[config.mk]
export PLATFORM = sky130hd
export DESIGN_NAME = pe_seq_ctrl_flat
export DESIGN_NICKNAME = d
export VERILOG_FILES = /design/src/rtl/pe_seq_ctrl_if.sv /design/src/rtl/pe_seq_ctrl.sv /design/src/flat_wrapper.sv
export SDC_FILE = /design/constraint.sdc
export NUM_CORES = 1
export LEC_CHECK = 0
export ABC_AREA = 1
export BUFFER_PORTS_ARGS = -buffer_cell sky130_fd_sc_hd__buf_2
export CORE_UTILIZATION = 49
export CTS_BUF_LIST = sky130_fd_sc_hd__clkbuf_2
export DETAILED_ROUTE_END_ITERATION = 12
export GPL_TIMING_DRIVEN = 0
export HOLD_SLACK_MARGIN = 0.02
export PLACE_DENSITY = 0.93
export SYNTH_ARGS = -nofsm -noshare
export SYNTH_HDL_FRONTEND = slang
export SYNTH_SLANG_ARGS = --single-unit
[constraint.sdc]
create_clock -name aclk -period 2.59 [get_ports aclk]
set_clock_uncertainty 0.15 [all_clocks]
set_input_delay 0.518 -clock aclk [delete_from_list [all_inputs] [get_ports aclk]]
set_output_delay 0.518 -clock aclk [all_outputs]
set_load 0.01 [all_outputs]
[src/rtl/pe_seq_ctrl_if.sv]
// Stream and PE-side signal bundle for the PE sequencer.
// master: controller side; slave: sources + PE side.
interface pe_seq_ctrl_if #(
  parameter int L_RAM_SIZE = 3
);
  logic [31:0]           b_tdata;
  logic                  b_tvalid;
  logic                  b_tready;
  logic [31:0]           a_tdata;
  logic                  a_tvalid;
  logic                  a_tready;
  logic [31:0]           pe_din;
  logic [L_RAM_SIZE-1:0] pe_addr;
  logic                  pe_we;
  logic [31:0]           pe_ain;
  logic                  pe_valid;
  logic                  pe_dvalid;
  logic [31:0]           pe_dout;

  modport master (
    input  b_tdata, b_tvalid,
    input  a_tdata, a_tvalid,
    input  pe_dvalid, pe_dout,
    output b_tready, a_tready,
    output pe_din, pe_addr, pe_we,
    output pe_ain, pe_valid
  );

  modport slave (
    output b_tdata, b_tvalid,
    output a_tdata, a_tvalid,
    output pe_dvalid, pe_dout,
    input  b_tready, a_tready,
    input  pe_din, pe_addr, pe_we,
    input  pe_ain, pe_valid
  );
endinterface

[src/rtl/pe_seq_ctrl.sv]
// PE sequencer: loads N weights, streams N activations, latches result.
// Ports: aclk, aresetn, start, bus (pe_seq_ctrl_if.master), busy, done, result.
module pe_seq_ctrl #(
  parameter int L_RAM_SIZE = 3
) (
  input  logic          aclk,
  input  logic          aresetn,
  input  logic          start,
  pe_seq_ctrl_if.master bus,
  output logic          busy,
  output logic          done,
  output logic [31:0]   result
);

  localparam int CW = L_RAM_SIZE + 1;
  localparam logic [CW-1:0] LAST =
    CW'((1 << L_RAM_SIZE) - 1);

  typedef enum logic [2:0] {
    S_IDLE,
    S_LOAD_B,
    S_CALC,
    S_DRAIN,
    S_DONE
  } state_t;

  state_t state;
  state_t state_nx;

  logic [CW-1:0]         wr_cnt;
  logic [CW-1:0]         rd_cnt;
  logic [CW-1:0]         res_cnt;
  logic [L_RAM_SIZE-1:0] addr_q;

  logic job_go;
  logic hs_b;
  logic hs_a;
  logic dv_en;
  logic dv_last;

  // Handshakes derived from state, not from the ready outputs.
  assign job_go  = (state == S_IDLE) && start;
  assign hs_b    = (state == S_LOAD_B) && bus.b_tvalid;
  assign hs_a    = (state == S_CALC) && bus.a_tvalid;
  assign dv_en   = bus.pe_dvalid &&
                   ((state == S_CALC) || (state == S_DRAIN));
  assign dv_last = dv_en && (state == S_DRAIN) &&
                   (res_cnt == LAST);

  always_ff @(posedge aclk or negedge aresetn) begin
    if (!aresetn) begin
      state <= S_IDLE;
    end else begin
      state <= state_nx;
    end
  end

  always_comb begin
    state_nx = state;
    unique case (state)
      S_IDLE: begin
        if (start) state_nx = S_LOAD_B;
      end
      S_LOAD_B: begin
        if (hs_b && (wr_cnt == LAST)) state_nx = S_CALC;
      end
      S_CALC: begin
        if (hs_a && (rd_cnt == LAST)) state_nx = S_DRAIN;
      end
      S_DRAIN: begin
        if (dv_last) state_nx = S_DONE;
      end
      S_DONE: begin
        state_nx = S_IDLE;
      end
      default: state_nx = S_IDLE;
    endcase
  end

  always_comb begin
    bus.b_tready = 1'b0;
    bus.a_tready = 1'b0;
    busy         = 1'b0;
    done         = 1'b0;
    unique case (state)
      S_IDLE: begin
        busy = 1'b0;
      end
      S_LOAD_B: begin
        bus.b_tready = 1'b1;
        busy         = 1'b1;
      end
      S_CALC: begin
        bus.a_tready = 1'b1;
        busy         = 1'b1;
      end
      S_DRAIN: begin
        busy = 1'b1;
      end
      S_DONE: begin
        busy = 1'b1;
        done = 1'b1;
      end
      default: busy = 1'b0;
    endcase

    // Address follows the live handshake, else holds.
    bus.pe_we   = hs_b;
    bus.pe_din  = '0;
    bus.pe_addr = addr_q;
    unique case (1'b1)
      hs_b: begin
        bus.pe_din  = bus.b_tdata;
        bus.pe_addr = wr_cnt[L_RAM_SIZE-1:0];
      end
      hs_a: begin
        bus.pe_addr = rd_cnt[L_RAM_SIZE-1:0];
      end
      default: begin
        bus.pe_addr = addr_q;
      end
    endcase
  end

  // Operand is delayed one cycle to meet the RAM read data.
  always_ff @(posedge aclk or negedge aresetn) begin
    if (!aresetn) begin
      addr_q       <= '0;
      bus.pe_valid <= 1'b0;
      bus.pe_ain   <= '0;
    end else begin
      addr_q       <= bus.pe_addr;
      bus.pe_valid <= hs_a;
      if (hs_a) bus.pe_ain <= bus.a_tdata;
    end
  end

  always_ff @(posedge aclk or negedge aresetn) begin
    if (!aresetn) begin
      wr_cnt  <= '0;
      rd_cnt  <= '0;
      res_cnt <= '0;
    end else if (job_go) begin
      wr_cnt  <= '0;
      rd_cnt  <= '0;
      res_cnt <= '0;
    end else begin
      if (hs_b)  wr_cnt  <= wr_cnt + 1'b1;
      if (hs_a)  rd_cnt  <= rd_cnt + 1'b1;
      if (dv_en) res_cnt <= res_cnt + 1'b1;
    end
  end

  always_ff @(posedge aclk or negedge aresetn) begin
    if (!aresetn) begin
      result <= '0;
    end else if (dv_last) begin
      result <= bus.pe_dout;
    end
  end

endmodule

[src/flat_wrapper.sv]
// flat-port wrapper written by rule: the top's interface ports become plain ports
module pe_seq_ctrl_flat 
#(
  parameter int L_RAM_SIZE = 3
)
  (aclk, aresetn, start, busy, done, result, bus_b_tdata, bus_b_tvalid, bus_a_tdata, bus_a_tvalid, bus_pe_dvalid, bus_pe_dout, bus_b_tready, bus_a_tready, bus_pe_din, bus_pe_addr, bus_pe_we, bus_pe_ain, bus_pe_valid);
  pe_seq_ctrl_if #(.L_RAM_SIZE(L_RAM_SIZE)) bus_i ();
  input  logic aclk;
  input  logic aresetn;
  input  logic start;
  output logic busy;
  output logic done;
  output logic [31:0] result;
  input wire logic [$bits(bus_i.b_tdata)-1:0] bus_b_tdata;
  input wire logic [$bits(bus_i.b_tvalid)-1:0] bus_b_tvalid;
  input wire logic [$bits(bus_i.a_tdata)-1:0] bus_a_tdata;
  input wire logic [$bits(bus_i.a_tvalid)-1:0] bus_a_tvalid;
  input wire logic [$bits(bus_i.pe_dvalid)-1:0] bus_pe_dvalid;
  input wire logic [$bits(bus_i.pe_dout)-1:0] bus_pe_dout;
  output wire logic [$bits(bus_i.b_tready)-1:0] bus_b_tready;
  output wire logic [$bits(bus_i.a_tready)-1:0] bus_a_tready;
  output wire logic [$bits(bus_i.pe_din)-1:0] bus_pe_din;
  output wire logic [$bits(bus_i.pe_addr)-1:0] bus_pe_addr;
  output wire logic [$bits(bus_i.pe_we)-1:0] bus_pe_we;
  output wire logic [$bits(bus_i.pe_ain)-1:0] bus_pe_ain;
  output wire logic [$bits(bus_i.pe_valid)-1:0] bus_pe_valid;
  assign bus_i.b_tdata = bus_b_tdata;
  assign bus_i.b_tvalid = bus_b_tvalid;
  assign bus_i.a_tdata = bus_a_tdata;
  assign bus_i.a_tvalid = bus_a_tvalid;
  assign bus_i.pe_dvalid = bus_pe_dvalid;
  assign bus_i.pe_dout = bus_pe_dout;
  assign bus_b_tready = bus_i.b_tready;
  assign bus_a_tready = bus_i.a_tready;
  assign bus_pe_din = bus_i.pe_din;
  assign bus_pe_addr = bus_i.pe_addr;
  assign bus_pe_we = bus_i.pe_we;
  assign bus_pe_ain = bus_i.pe_ain;
  assign bus_pe_valid = bus_i.pe_valid;
  pe_seq_ctrl #(.L_RAM_SIZE(L_RAM_SIZE)) u_core (.aclk(aclk), .aresetn(aresetn), .start(start), .bus(bus_i), .busy(busy), .done(done), .result(result));
endmodule
* Yosys cells after proc, flatten, opt, wreduce, memory -nomap -nowiden *
Index checks and enable logic that the tools add are counted.

cells by class
  $add $sub $neg = 3
  $mul = 0
  divide/modulo/power cells = 0
  $lt $le $gt $ge = 0
  equality and inequality tests = 11
  shift-type cells = 0
  mux-type cells = 17
  bitwise logic cells = 0
  reduce and logical (&&, ||, !) cells = 15

operators by type and width
  kind                                                              count
  32-bit two-way mux                                                1
  4-bit two-way mux                                                 6
  4-bit by 1-bit adder with 4-bit output (second input constant)    3
  4-bit by 3-bit == test with 1-bit output (second input constant)  3
  3-bit two-way mux                                                 4
  3-bit one-hot mux with 4 select lines                             1
  1-bit logical AND                                                 8
  3-bit by 2-bit == test with 1-bit output (second input constant)  2
  2-bit != test (second input constant)                             3
  3-bit one-hot mux with 2 select lines                             1
  2-bit nonzero test                                                3
  1-bit two-way mux                                                 4
  4-bit AND reduction                                               1
  4-bit OR reduction                                                1
  3-bit by 1-bit == test with 1-bit output (second input constant)  1
  3-bit == test (second input constant)                             1
  3-bit zero test                                                   1
  2-bit by 1-bit != test with 1-bit output (second input constant)  1
  1-bit logical OR                                                  1

word-level totals
  register bits = 83
  bits in latches = 0
  RAM bits = 0
  bits in read-only memories = 0
  input bits = 102
  output and inout port bits = 105
  word-level logic and storage cells = 54
  memories kept = 0

* Logic depth before layout (Yosys ltp) *
  word-level depth = 7
  mapped depth = 8
  gate-level depth less buffers = 7

* Worst setup path after synthesis *
OpenSTA, ideal clock, no wires.

  kind = flip-flop to output port
  start point = register u_core.state[1]
  end point = output bus_pe_din[11]
  arrival = 1.314 ns
  data required time = 1.922 ns
  slack = 0.608 ns
  cell stages (with the launch flop) = 8
  path buffers = 2
  path through = dfrtp_1 > inv_2 > nand3_2 > nor2_4 > inv_2 > buf_6 > buf_4 > nor2_1

between the ends
  word-level cells in the longest chain between the ends = 3

RTL lines
  what                                      RTL line            source
  from (decl)                               pe_seq_ctrl.sv:27   state_t state;
  from (signal assigned)                    pe_seq_ctrl.sv:54   state <= state_nx;
  3-bit by 1-bit == test with 1-bit output  pe_seq_ctrl.sv:43   assign hs_b = (state == S_LOAD_B) && bus.b_tvalid;
  1-bit logical AND                         pe_seq_ctrl.sv:43
  via bus_pe_we                             flat_wrapper.sv:24  output wire logic [$bits(bus_i.pe_we)-1:0] bus_pe_we;
  32-bit two-way mux                        pe_seq_ctrl.sv:111  unique case (1'b1)
  to (decl)                                 flat_wrapper.sv:22  output wire logic [$bits(bus_i.pe_din)-1:0] bus_pe_din;

The timed path passes the listed nets, and every way through them passes these cells.

* Worst setup path in the final report *
  start point = register u_core.state[2]
  end point = output bus_pe_din[15]

between the ends
  word-level cells in the longest chain between the ends = 3

RTL lines
  what                                      RTL line
  3-bit by 1-bit == test with 1-bit output  pe_seq_ctrl.sv:43
  1-bit logical AND                         pe_seq_ctrl.sv:43
  32-bit two-way mux                        pe_seq_ctrl.sv:111

Every way passes these cells.

==> metrics.yaml <==
run_status:
  status: "completed"
pwr:
  ir_drop_mv: 0.525
  leakage_uw: 0.00367
  p_per_area_nw_per_um2: 911
clock_network:
  cts_tree: "built"
  htreeDepth: 3
  numCtsBuffers: 9
  clk_latency_ns: 0.54
  clock_sinks: 83
  clockRootBuffer: "clkbuf_2"
  clk_pin_slew_ns: 0.24
  clockBufferDepth: 2
drt:
  num_vias: 4289
  drc: 0
  drtIter0Drc: 263
  first_pass_iters: 5
  routed_wl_mm: 13.2
  wl_per_cell_microns: 15.3
  viasPerCell: 4.98
  ant_nets: 0
hold_path:
  hold_depth: 3
  whs_endpoint: "u_core.bus.pe_ain[23]"
  hold_path_startpoint: "bus_a_tdata[23]"
  hold_path_class: "primary input to flip-flop"
worst_setup_path:
  criticalPathCategory: "flip-flop to primary output"
  rr_worst_depth: 9
  critPathLaunchType: "flip-flop"
  r2r_start: "u_core.state[2]"
  critPathRequiredTime_ns: 1.92
  crit_path_end_kind: "primary output"
  reg2reg_setup_slack_ns: 0.73
  cp_max_fo: 7
  rr_endpoint: "u_core.rd_cnt[3]"
  arrival_ns: 1.92
grt:
  antenna_found_initial: 0
  grt_pass1_wl_mm: 17.7
  grt_max_degree: 47
  grt.total_usage: 0.301
  grt-ovfl-total: 0
  grt_pass1_vias: 4063
synthesis:
  synth_flop_cell: "dfrtp_1"
  synthArstFlopShare: 1.00
  netlist_area_sq_um: 3700
  synth_edf_count: 0
  synth.distinct_cells: 23
  ys_seq_area_frac: 0.562
  syn_area_per_cell_sq_um: 7.93
  synth_nets: 571
  ys_ff_latch: 83
  yosysWarningCount: 0
  syn_inst: 466
placement:
  dp_hpwl_mm: 7.38
  dpl.cell_count: 772
  port-buffer-count: 206
  gp_congestion: 0.817
floorplan:
  dieHeight_microns: 88.9
  die_x_microns: 88.9
  start_util: 0.507
  io_pins: 207
  placementRows: 31
  die_area_sq_um: 7900
  core_sq_um: 7290
timing:
  fmax_mhz: 387
  period_share: 0.998
  rsz0062_at_grt: "yes"
  min_period_ns: 2.58
  drv_slew: 0
  tightest_slew_ns: 0.518
  setup_violations: 0
  hold_viol_final: 0
  maxSlewHeadroom: 0.655
final_layout:
  seq_area_sq_um: 2080
  num-fill-cells: 415
  nNetsFinal: 863
  drive_gt1_frac: 0.381
  multi_input_area_sq_um: 1440
  instances_no_fill: 861
  syn_to_final_growth_pct: 63.7
  antennaDiodeCount: 0
  final_util: 0.830
job:
  max-cap-violations: 0
==> cell type report <==
type                    count  area share
flip-flops and latches     83       0.343
multi-input cells         311       0.237
repair buffers            282       0.316
clock buffers               9     0.00744
inverters                  53      0.0333
plain buffers              18      0.0238
well taps                  99      0.0205
clock inverters             6      0.0186
==> layout by cell type, fill, tap and decap left out, types with 5 or more instances in the layout <==
master | netlist | routed
nor2_2 | 1 | 9
xor2_1 | 5 | 5
nand3_2 | 2 | 5
inv_1 | 48 | 48
nor2_4 | 1 | 13
nor2_1 | 44 | 24
buf_2 | 4 | 195
nand3_1 | 20 | 16
dlygate4sd3_1 | 0 | 57
clkbuf_2 | 0 | 9
buf_4 | 7 | 19
nand2_1 | 221 | 220
buf_6 | 3 | 18
dfrtp_1 | 83 | 82
==> state kept, by name, summed over array words and instances (netlist names) <==
signal,count
u_core.addr_q,3
u_core.bus.pe_ain,32
u_core.bus.pe_valid,1
u_core.rd_cnt,4
u_core.res_cnt,4
u_core.result,32
u_core.state,3
u_core.wr_cnt,4
==> logic make-up (layout without fill, tap and decap cells) <==
family                     after synthesis  after routing  share of synthesized area
and+or+nand+nor                        295            295                      0.317
xor gates and xnor gates                 5              5                     0.0118
DFF                                     83             83                      0.562
buffers and inverters                   72            368                     0.0876
adders and majority gates                3              3                     0.0102
AOI/OAI and AO/OA                        8              8                     0.0118
==> what timing repair did <==
action / in CTS / in global routing
pin swaps: 2 / 8
hold endpoints to repair: 92 / 1
hold buffers: 56 / 1
cloned: 0 / 3
resized for setup: 11 / 55
setup buffers: 7 / 8
endpoints found under the setup margin: 33 / 33
==> stage by stage <==
step / power (uW) / area, sq um / setup WS, ns / hold slack (ns) / setup TNS (ns)
floorplan: 3160 / 3700 / 0.608 / 0.0724 / 0
global placement: 3920 / 4850 / 0.271 / 0.299 / 0
detailed placement: 4050 / 4880 / 0.369 / 0.303 / 0
CTS: 5060 / 5680 / -0.0189 / 0.0200 / -0.0189
global route: 5860 / 6050 / -0.0977 / 0.00595 / -1.20
finish: 5510 / 6050 / 0.00519 / 0.0131 / 0
==> critical path, cell delays in order, from the launching register on <==
cell       delay, ns
dfrtp_1         0.48
inv_2           0.10
nand3_4         0.10
nor2_4          0.10
inv_2           0.07
buf_8           0.14
clkbuf_16       0.16
nor2_1          0.10
buf_2           0.15
==> Yosys cell counts (2+ instances only) <==
cell type    n  area [sq um]
dfrtp_1     83          2080
nor3_1       3          15.0
nor2_1      44           165
a21oi_1      3          15.0
nand2_1    221           830
nand3_2      2          20.0
ha_1         3          37.5
nand3_1     20           100
buf_4        7          52.6
buf_2        4          20.0
inv_2        5          18.8
clkbuf_1     5          18.8
inv_1       48           180
xor2_1       5          43.8
buf_6        3          33.8
o21ai_0      3          15.0
==> power breakdown <==
group | leakage (uW) | total (uW) | internal, uW | switching (uW)
logic | 0.00249 | 2520 | 1140 | 1390
registers | 0.00109 | 2120 | 1780 | 338
clock network | 0.0000923 | 871 | 415 | 456
==> layer usage <==
layer / GRT usage / vias to the layer above / part of all wire
li1: - / 1969 / -
met1: 0.314 / 2046 / 0.35
met2: 0.562 / 225 / 0.53
met3: 0.0765 / 49 / 0.079
met4: 0.142 / 0 / 0.039
met5: 0 / - / 0
==> worst max path at each step <==
stage	cells past startpoint	from	slack, ns	endpoint
2_1_floorplan	7	u_core.state[1]	0.61	bus_pe_din[11]
3_3_place_gp	1	aresetn	0.27	u_core.wr_cnt[2]
3_5_place_dp	8	u_core.state[0]	0.37	bus_pe_addr[0]
4_1_cts	7	u_core.state[2]	-0.02	bus_pe_addr[0]
5_1_grt	8	u_core.state[1]	-0.1	bus_pe_din[15]
6_report	8	u_core.state[2]	0.005	bus_pe_din[15]
Power figures use the tool's default switching activity.
